===== src/rtl/gps_sweep_pkg.sv =====
// gps_sweep_pkg: shared types for the GPS sweep controller.
//   state_e       - sequencer states
//   sweep_entry_t - one captured result (276 bits) as stored in the FIFO
package gps_sweep_pkg;

    typedef enum logic [1:0] {
        ST_IDLE,
        ST_ISSUE,
        ST_WAIT,
        ST_STORE
    } state_e;

    typedef struct packed {
        logic [5:0]   sv;
        logic [12:0]  ca;
        logic [127:0] p;
        logic [127:0] l;
        logic         timeout;
    } sweep_entry_t;

endpackage


===== src/rtl/gps_sweep_fifo.sv =====
// gps_sweep_fifo: first-word fall-through FIFO of sweep_entry_t.
// Ports:
//   clk, rst_n   - clock, asynchronous active-low reset
//   push, din    - write request and data (accepted when not full, or when
//                  full with a pop in the same cycle)
//   pop          - read request (ignored when empty)
//   head         - current head entry (all zeros when empty)
//   full, empty  - occupancy flags
module gps_sweep_fifo
    import gps_sweep_pkg::*;
#(
    parameter int unsigned DEPTH = 4
) (
    input  logic         clk,
    input  logic         rst_n,
    input  logic         push,
    input  sweep_entry_t din,
    input  logic         pop,
    output sweep_entry_t head,
    output logic         full,
    output logic         empty
);

    localparam int unsigned AW = $clog2(DEPTH);

    // Extra MSB on each pointer is the wrap bit that separates full from empty.
    logic [AW:0]  wr_ptr;
    logic [AW:0]  rd_ptr;
    sweep_entry_t mem [DEPTH];
    logic         do_pop;
    logic         do_push;

    assign empty   = (wr_ptr == rd_ptr);
    assign full    = (wr_ptr[AW] != rd_ptr[AW]) && (wr_ptr[AW-1:0] == rd_ptr[AW-1:0]);
    assign do_pop  = pop & ~empty;
    assign do_push = push & (~full | do_pop);

    always_ff @(posedge clk or negedge rst_n) begin
        if (!rst_n) begin
            wr_ptr <= '0;
            rd_ptr <= '0;
        end else begin
            if (do_push) wr_ptr <= wr_ptr + 1'b1;
            if (do_pop)  rd_ptr <= rd_ptr + 1'b1;
        end
    end

    always_ff @(posedge clk) begin
        if (do_push) mem[wr_ptr[AW-1:0]] <= din;
    end

    // Head masked while empty so the read port reads zero out of reset.
    assign head = empty ? '0 : mem[rd_ptr[AW-1:0]];

endmodule


===== src/rtl/gps_sweep_ctrl.sv =====
// gps_sweep_ctrl: walks SV_FIRST..SV_LAST, starts one core round per SV,
// captures the core outputs on the rising edge of l_code_valid (or a
// timeout record) and queues each result in a FWFT FIFO.
// Ports:
//   sys_clk_50, rst_n          - clock, asynchronous active-low reset
//   start, abort               - sweep request / stop (abort has priority)
//   busy, done                 - not-idle flag, end-of-sweep pulse
//   sv_num, startRound         - to the code generator core
//   ca_code, p_code, l_code,
//   l_code_valid               - from the code generator core
//   rd_valid, rd_ready         - FIFO read handshake
//   rd_sv, rd_ca, rd_p, rd_l,
//   rd_timeout                 - FIFO head entry fields
//   timeout_cnt                - saturating timeout count since reset
module gps_sweep_ctrl
    import gps_sweep_pkg::*;
#(
    parameter int unsigned SV_FIRST       = 1,
    parameter int unsigned SV_LAST        = 32,
    parameter int unsigned DEPTH          = 4,
    parameter int unsigned TIMEOUT_CYCLES = 4096
) (
    input  logic         sys_clk_50,
    input  logic         rst_n,
    input  logic         start,
    input  logic         abort,
    output logic         busy,
    output logic         done,
    output logic [5:0]   sv_num,
    output logic         startRound,
    input  logic [12:0]  ca_code,
    input  logic [127:0] p_code,
    input  logic [127:0] l_code,
    input  logic         l_code_valid,
    output logic         rd_valid,
    input  logic         rd_ready,
    output logic [5:0]   rd_sv,
    output logic [12:0]  rd_ca,
    output logic [127:0] rd_p,
    output logic [127:0] rd_l,
    output logic         rd_timeout,
    output logic [7:0]   timeout_cnt
);

    localparam int unsigned TW    = $clog2(TIMEOUT_CYCLES);
    localparam logic [TW-1:0] TLAST = TW'(TIMEOUT_CYCLES - 1);

    state_e       state;
    logic [TW-1:0] tcnt;
    logic         vld_q;
    sweep_entry_t cap;
    sweep_entry_t head;
    logic         fifo_full;
    logic         fifo_empty;
    logic         pop;
    logic         push;
    logic         rise;

    assign rise = l_code_valid & ~vld_q;
    assign pop  = rd_ready & ~fifo_empty;
    // A full FIFO still accepts the push when the head leaves in the same cycle.
    assign push = (state == ST_STORE) & ~abort & (~fifo_full | pop);
    assign busy = (state != ST_IDLE);

    always_ff @(posedge sys_clk_50 or negedge rst_n) begin
        if (!rst_n) begin
            state       <= ST_IDLE;
            sv_num      <= '0;
            startRound  <= 1'b0;
            done        <= 1'b0;
            tcnt        <= '0;
            vld_q       <= 1'b0;
            cap         <= '0;
            timeout_cnt <= '0;
        end else begin
            startRound <= 1'b0;
            done       <= 1'b0;
            vld_q      <= l_code_valid;
            if (abort) begin
                state <= ST_IDLE;
            end else begin
                case (state)
                    ST_IDLE: begin
                        if (start) begin
                            sv_num     <= 6'(SV_FIRST);
                            startRound <= 1'b1;
                            state      <= ST_ISSUE;
                        end
                    end
                    ST_ISSUE: begin
                        tcnt  <= '0;
                        // Pretend valid was already high so a level left over
                        // from the previous round cannot look like an edge.
                        vld_q <= 1'b1;
                        state <= ST_WAIT;
                    end
                    ST_WAIT: begin
                        if (rise) begin
                            cap   <= '{sv: sv_num, ca: ca_code, p: p_code, l: l_code, timeout: 1'b0};
                            state <= ST_STORE;
                        end else if (tcnt == TLAST) begin
                            cap   <= '{sv: sv_num, ca: '0, p: '0, l: '0, timeout: 1'b1};
                            if (timeout_cnt != 8'hFF) timeout_cnt <= timeout_cnt + 8'd1;
                            state <= ST_STORE;
                        end else begin
                            tcnt <= tcnt + 1'b1;
                        end
                    end
                    ST_STORE: begin
                        if (push) begin
                            if (sv_num == 6'(SV_LAST)) begin
                                done  <= 1'b1;
                                state <= ST_IDLE;
                            end else begin
                                sv_num     <= sv_num + 6'd1;
                                startRound <= 1'b1;
                                state      <= ST_ISSUE;
                            end
                        end
                    end
                    default: state <= ST_IDLE;
                endcase
            end
        end
    end

    gps_sweep_fifo #(.DEPTH(DEPTH)) u_fifo (
        .clk   (sys_clk_50),
        .rst_n (rst_n),
        .push  (push),
        .din   (cap),
        .pop   (pop),
        .head  (head),
        .full  (fifo_full),
        .empty (fifo_empty)
    );

    assign rd_valid   = ~fifo_empty;
    assign rd_sv      = head.sv;
    assign rd_ca      = head.ca;
    assign rd_p       = head.p;
    assign rd_l       = head.l;
    assign rd_timeout = head.timeout;

endmodule


===== config.mk =====
export PLATFORM = sky130hd
export DESIGN_NAME = gps_sweep_ctrl
export DESIGN_NICKNAME = d
export VERILOG_FILES = /design/src/rtl/gps_sweep_pkg.sv /design/src/rtl/gps_sweep_fifo.sv /design/src/rtl/gps_sweep_ctrl.sv
export SDC_FILE = /design/constraint.sdc
export NUM_CORES = 2
export LEC_CHECK = 0
export CORE_MARGIN = 8
export CORE_UTILIZATION = 55
export DETAILED_ROUTE_END_ITERATION = 12
export GPL_TIMING_DRIVEN = 1
export PLACE_DENSITY = 0.78
export SLEW_MARGIN = 20
export SYNTH_ARGS = -nofsm -noshare
export SYNTH_HDL_FRONTEND = slang
export SYNTH_HIERARCHICAL = 1
export SYNTH_SLANG_ARGS = --single-unit

===== constraint.sdc =====
create_clock -name sys_clk_50 -period 14.44 [get_ports sys_clk_50]
set_clock_uncertainty 0.2 [all_clocks]
set_input_delay 4.332 -clock sys_clk_50 [delete_from_list [all_inputs] [get_ports sys_clk_50]]
set_output_delay 4.332 -clock sys_clk_50 [all_outputs]
set_load 0.03 [all_outputs]

[Word level (Yosys, flattened, before mapping)]
Memory sizes are Yosys's and may differ from the RTL's.
Index checks and enable logic that the tools add are counted.
Word-level totals
  register bits after elaboration: 313
  memory bits (writable): 1104
  input port bits: 275
  output and inout port bits: 294
  memories: 1
Memories
  u_fifo.mem: depth 4, bits a word 276, read ports 1, clocked after memory_dff 0, write ports 1, RTL line gps_sweep_fifo.sv:29  | sweep_entry_t mem [DEPTH];
Cells by class
  add/subtract/negate cells: 5
  equal/unequal tests: 17
  multiplexer cells: 30
  bitwise operators: 13
  reduce and logical (&&, ||, !) cells: 11
Operators with widths (number)
  $mux W276: 3
  $mux W12: 2
  $pmux W12 S2: 1
  $mux W6: 3
  $mux W1: 13
  $add A12 B1 Y12 const B: 1
  $eq A12 B12 Y1 const B: 1
  $pmux W6 S2: 1
  $mux W2: 5
  $reduce_and A5 Y1: 2
  $add A8 B1 Y8 const B: 1
  $ne A2 B2 Y1 const B: 4
  $ne A8 B8 Y1 const B: 1
  $pmux W2 S4: 1
  $reduce_bool A2 Y1: 4
  $add A3 B1 Y3 const B: 2
  $add A6 B1 Y6 const B: 1
  $and A1 B1 Y1: 6
  $eq A6 B6 Y1 const B: 1
  $reduce_and A3 Y1: 2
  $not A1 Y1: 5
  $eq A2 B2 Y1 const B: 2
  $ne A4 B4 Y1 const B: 1
  $reduce_and A4 Y1: 1
  other kinds (11): 12

[Depth between registers and ports, before layout]
  depth in word-level cells: 8
  mapped depth: 9

[Hierarchy]
Netlist, hierarchy kept.
Modules (own cells, without submodules)
  gps_sweep_fifo: times used 1, cells each 1783, area an instance 41989.0 um^2, seq. area each 33301.9 um^2
  gps_sweep_ctrl: times used 1, cells each 804, area an instance 11410.9 um^2, seq. area each 7682.4 um^2

[Worst setup path before layout]
No wires, ideal clock.
  kind: input-to-reg
  from: input port abort
  to: memory u_fifo/mem[0][0] (netlist bit) (enable)
  setup time: 0.673 ns
  arrival time: 11.525 ns
  data required time: 13.567 ns
  path slack: 2.042 ns
  cell stages on the path: 4
  cells stage by stage: clkbuf_1 > nor2b_1 > a21boi_0 > and3_1
On the way
  longest elaborated chain between the ends: 6
Ends and longest elaborated chain
  from (decl): RTL line gps_sweep_ctrl.sv:26  | input logic abort,
  $not A1 Y1 (no source line)
  $and A1 B1 Y1 (2 in series): RTL line gps_sweep_ctrl.sv:62  | assign push = (state == ST_STORE) & ~abort & (~fifo_full | pop);
  named net push: RTL line gps_sweep_ctrl.sv:56  | logic push;
  $and A1 B1 Y1: RTL line gps_sweep_fifo.sv:36  | assign do_push = push & (~full | do_pop);
  $mux W1: RTL line gps_sweep_fifo.sv:49  | if (do_push) mem[wr_ptr[AW-1:0]] <= din;
  $mux W1 (implied by the code): RTL line gps_sweep_fifo.sv:49
  to (decl): RTL line gps_sweep_fifo.sv:29
The timed path passes the listed nets, and every way through them passes these cells.

[Worst setup path in the final report]
  from: register u_fifo.rd_ptr[0]
  to: output port rd_p[38]
On the way
  longest elaborated chain between the ends: 2
  elaborated cells between the ends (all ways): 3
Ends and longest elaborated chain
  from (decl): RTL line gps_sweep_fifo.sv:28  | logic [AW:0] rd_ptr;
  from (signal assigned): RTL line gps_sweep_fifo.sv:44  | if (do_pop) rd_ptr <= rd_ptr + 1'b1;
  $mem_v2 Z4 W276 or $eq A3 B3 Y1 (tied branches)
  $mux W276 (*): RTL line gps_sweep_fifo.sv:53  | assign head = empty ? '0 : mem[rd_ptr[AW-1:0]];
  to (decl): RTL line gps_sweep_ctrl.sv:39  | output logic [127:0] rd_p,
Mark *: on every way between the ends. The rest lies on a longest branch, timed or not.

==> flow_summary.json <==
{
  "status": "complete, no violations",
  "crit_start": "u_fifo/rd_ptr[0]$_DFFE_PN0P_",
  "final_core_util_pct": 67.50,
  "fin_ws_ns": 4.517,
  "critical_path.max_fanout": 78,
  "rsz0062_at_grt": "no",
  "synth_top_area_share_pct": 62.08,
  "ir_drop_mv": 0.1729,
  "r2r-end": "u_fifo/mem[0][52]$_DFFE_PP_",
  "slew_headroom_pct": 24.69,
  "cp.arrival_ns": 5.39,
  "critPathMaxStageDelay_ns": 0.80,
  "cp-end-kind": "output pin",
  "drc": 0,
  "final_hold_viol_count": 0,
  "die_h_um": 327.6,
  "route.vias.total": 27983,
  "crit_chain": "buf_12 > buf_16 > buf_6 > buf_4 > mux4_2 > nor2b_1 > clkdlybuf4s50_1",
  "htreeDepth": 4,
  "hp-class": "reg2reg",
  "synth_area_sq_mm": 0.05340,
  "cp-endpoint": "rd_p[38]",
  "netlist_top_cells_count": "1104 x edfxtp_1, 313 x dfrtp_1, 281 x nor2b_1",
  "firstDrtPassIters": 6,
  "reg2reg_depth": 8,
  "drive_above_1_share_pct": 16.75,
  "grt_overflow": 0,
  "ant_nets": 0,
  "multi_input_area_sq_mm": 0.01165,
  "fmax_ghz": 0.1008,
  "grt_pass1_vias": 29398,
  "drt-total-wl_um": 127500,
  "maxCapViolations": 0,
  "clk_pin_slew_ns": 0.06,
  "place_ws_ns": 4.820,
  "synthMostInstantiatedCell": "edfxtp_1",
  "regArea_sq_mm": 0.04099,
  "design.core.area_sq_mm": 0.09642,
  "cts_buffers": 141,
  "cts_tree": "done",
  "clock_latency_ns": 0.73,
  "synth_largest_area_cell": "edfxtp_1",
  "rows": 114,
  "worst_path_max_delay_cell": "buf_4",
  "required_ns": 9.91,
  "antenna_found_initial": 27,
  "ys_types": 62,
  "async_reset_ff_share_pct": 22.09,
  "pwr_density_cell_mw_per_mm2": 226.3,
  "r2r_slack_ns": 9.07,
  "fillers": 6038,
  "rr_startpoint": "u_fifo/rd_ptr[0]$_DFFE_PN0P_",
  "gp_congestion": 0.7983,
  "grt_usage_pct": 23.46,
  "synth-seq-cells": 1417,
  "critPathKind": "reg2out",
  "clock-sinks": 1417,
  "post_drt_wl_per_cell_um": 27.77,
  "grt_pass1_wl_um": 191000,
  "first_iter_violations": 2820,
  "cts_hold_buf": 0,
  "finalMaxSlewViolations": 0,
  "clockRootBuffer": "clkbuf_16",
  "ys_warn_count": 6,
  "fp.dieW_um": 327.6,
  "start_util_pct": 55.38,
  "grt_max_degree": 154,
  "num_io_pins": 569,
  "hpwlAfterDp_um": 73470,
  "syn_area_per_cell_sq_um": 20.64,
  "portBuffers": 568,
  "layout_min_cycle_time_ns": 9.923,
  "fin_nets": 3466,
  "synth_flop_cell": "edfxtp_1",
  "cts_setup_buffers": 0,
  "worst_pin_slew_ns": 1.130,
  "setup_violations": 0,
  "dieArea_sq_mm": 0.1073,
  "yosysSeqAreaShare_pct": 76.75,
  "fin_crit_sh_pct": 68.72,
  "syn_nets": 2875,
  "cts-resized-gates": 0,
  "total_power_mw": 14.73,
  "clockBufferDepth": 3,
  "p_leak_nw": 23.09,
  "routed_via_density": 6.094,
  "syn2layout_area_growth_pct": 21.88,
  "start_kind": "flip-flop",
  "synth-edff-count": 1104,
  "setup_tns_ns": 0,
  "synth_area_leaders": "edfxtp_1 62%, dfrtp_1 15%, mux4_2 12%, a22o_1 4.5%, nor2b_1 3.3%",
  "syn-instance-count": 2587
}
## critical path: cells and delay by family, from the launching register on
| family | cells | cell delay (ns) |
|---|---|---|
| buffers and inverters | 5 | 2.91 |
| DFF | 1 | 0.75 |
| muxes | 1 | 0.63 |
| and+or+nand+nor | 1 | 0.17 |
## layout by cell type (no fill, tap or decap), types with 3 or more instances in the layout
| master | count |
|---|---|
| edfxtp_1 | 1104 |
| clkdlybuf4s50_1 | 567 |
| dfrtp_1 | 311 |
| nor2b_1 | 281 |
| mux4_2 | 276 |
| a22o_1 | 273 |
| clkbuf_16 | 143 |
| clkbuf_1 | 45 |
| buf_4 | 28 |
| clkinv_2 | 23 |
| diode_2 | 20 |
| nand2_1 | 19 |
| inv_1 | 17 |
| ha_1 | 13 |
| bufinv_16 | 13 |
| clkbuf_8 | 11 |
| nor2_1 | 10 |
| a31oi_1 | 10 |
| mux2_2 | 9 |
| clkinv_1 | 9 |
| nor3_1 | 8 |
| inv_6 | 8 |
| o21ai_0 | 7 |
| nand3_1 | 7 |
| xnor2_1 | 7 |
| nand4_1 | 6 |
| xor2_1 | 5 |
| buf_12 | 5 |
| nand2b_1 | 4 |
| a21o_1 | 4 |
| a211oi_1 | 4 |
| o31ai_1 | 4 |
| nor4_2 | 3 |
| or4_1 | 3 |
| clkinv_8 | 3 |
| and3_4 | 3 |
## metrics by stage
step | hold slack (ns) | area (sq um) | instances
floorplan | 0.2709 | 53400 | 2587
global placement | 0.2856 | 60320 | 4309
detailed placement | 0.2989 | 60320 | 4309
CTS | 0.2971 | 64980 | 4570
global route | 0.3128 | 65070 | 4584
finish | 0.2888 | 65090 | 4592
## power by group
part / switching, mW / total (mW) / internal [mW]
logic: 2.94 / 5.24 / 2.30
registers: 0.536 / 5.82 / 5.28
clock network: 1.53 / 3.67 / 2.14
## logic make-up (layout without fill, tap and decap cells)
family          count (synthesis)  in the layout  synth area share (%)
xor+xnor                       14             14                0.2577
simple gates                  358            358                 4.140
buf+inv                       174            883                 1.493
other cells                     0             20                     0
flops                        1417           1417                 76.75
mux                           288            288                 11.89
fa+ha+maj                      13             13                0.3046
compound gates                323            323                 5.167
## metal layers
metal | wire, um | vias up | global-route usage (%) | share of wire [%]
met5 | 81 | - | 0 | 0.064
met4 | 3855 | 12 | 7.694 | 3.0
met3 | 11650 | 257 | 6.361 | 9.1
met2 | 63340 | 1380 | 37.90 | 50
met1 | 48600 | 14669 | 31.28 | 38
li1 | - | 11665 | - | -
## registers in the layout, summed over array words and instances, names as in the netlist
register,cells
tcnt,12
cap,276
u_fifo/rd_ptr,3
state,2
done,1
sv_num,6
u_fifo/mem,1104
u_fifo/wr_ptr,3
startRound,1
timeout_cnt,8
vld_q,1
## worst min-delay path by stage
stage | from | to | slack, ns | cells past startpoint
floorplan | cap[270]$_DFFE_PN0P_ | u_fifo/mem[0][270]$_DFFE_PP_ | 0.27 | 0
global placement | cap[188]$_DFFE_PN0P_ | u_fifo/mem[0][188]$_DFFE_PP_ | 0.29 | 0
detailed placement | cap[134]$_DFFE_PN0P_ | u_fifo/mem[2][134]$_DFFE_PP_ | 0.30 | 0
CTS | cap[272]$_DFFE_PN0P_ | u_fifo/mem[2][272]$_DFFE_PP_ | 0.30 | 0
global route | cap[272]$_DFFE_PN0P_ | u_fifo/mem[2][272]$_DFFE_PP_ | 0.31 | 0
finish | cap[272]$_DFFE_PN0P_ | u_fifo/mem[2][272]$_DFFE_PP_ | 0.29 | 0
## final cells by class
cell class | count | share of cell area (%)
flip-flops and latches | 1417 | 62.98
repair buffers | 604 | 9.322
clock buffers | 199 | 5.990
multi-input cells | 996 | 17.90
well taps | 1276 | 2.453
diodes | 20 | 0.07689
inverters | 18 | 0.1153
clock inverters | 62 | 1.159
Power figures use the tool's default switching activity.
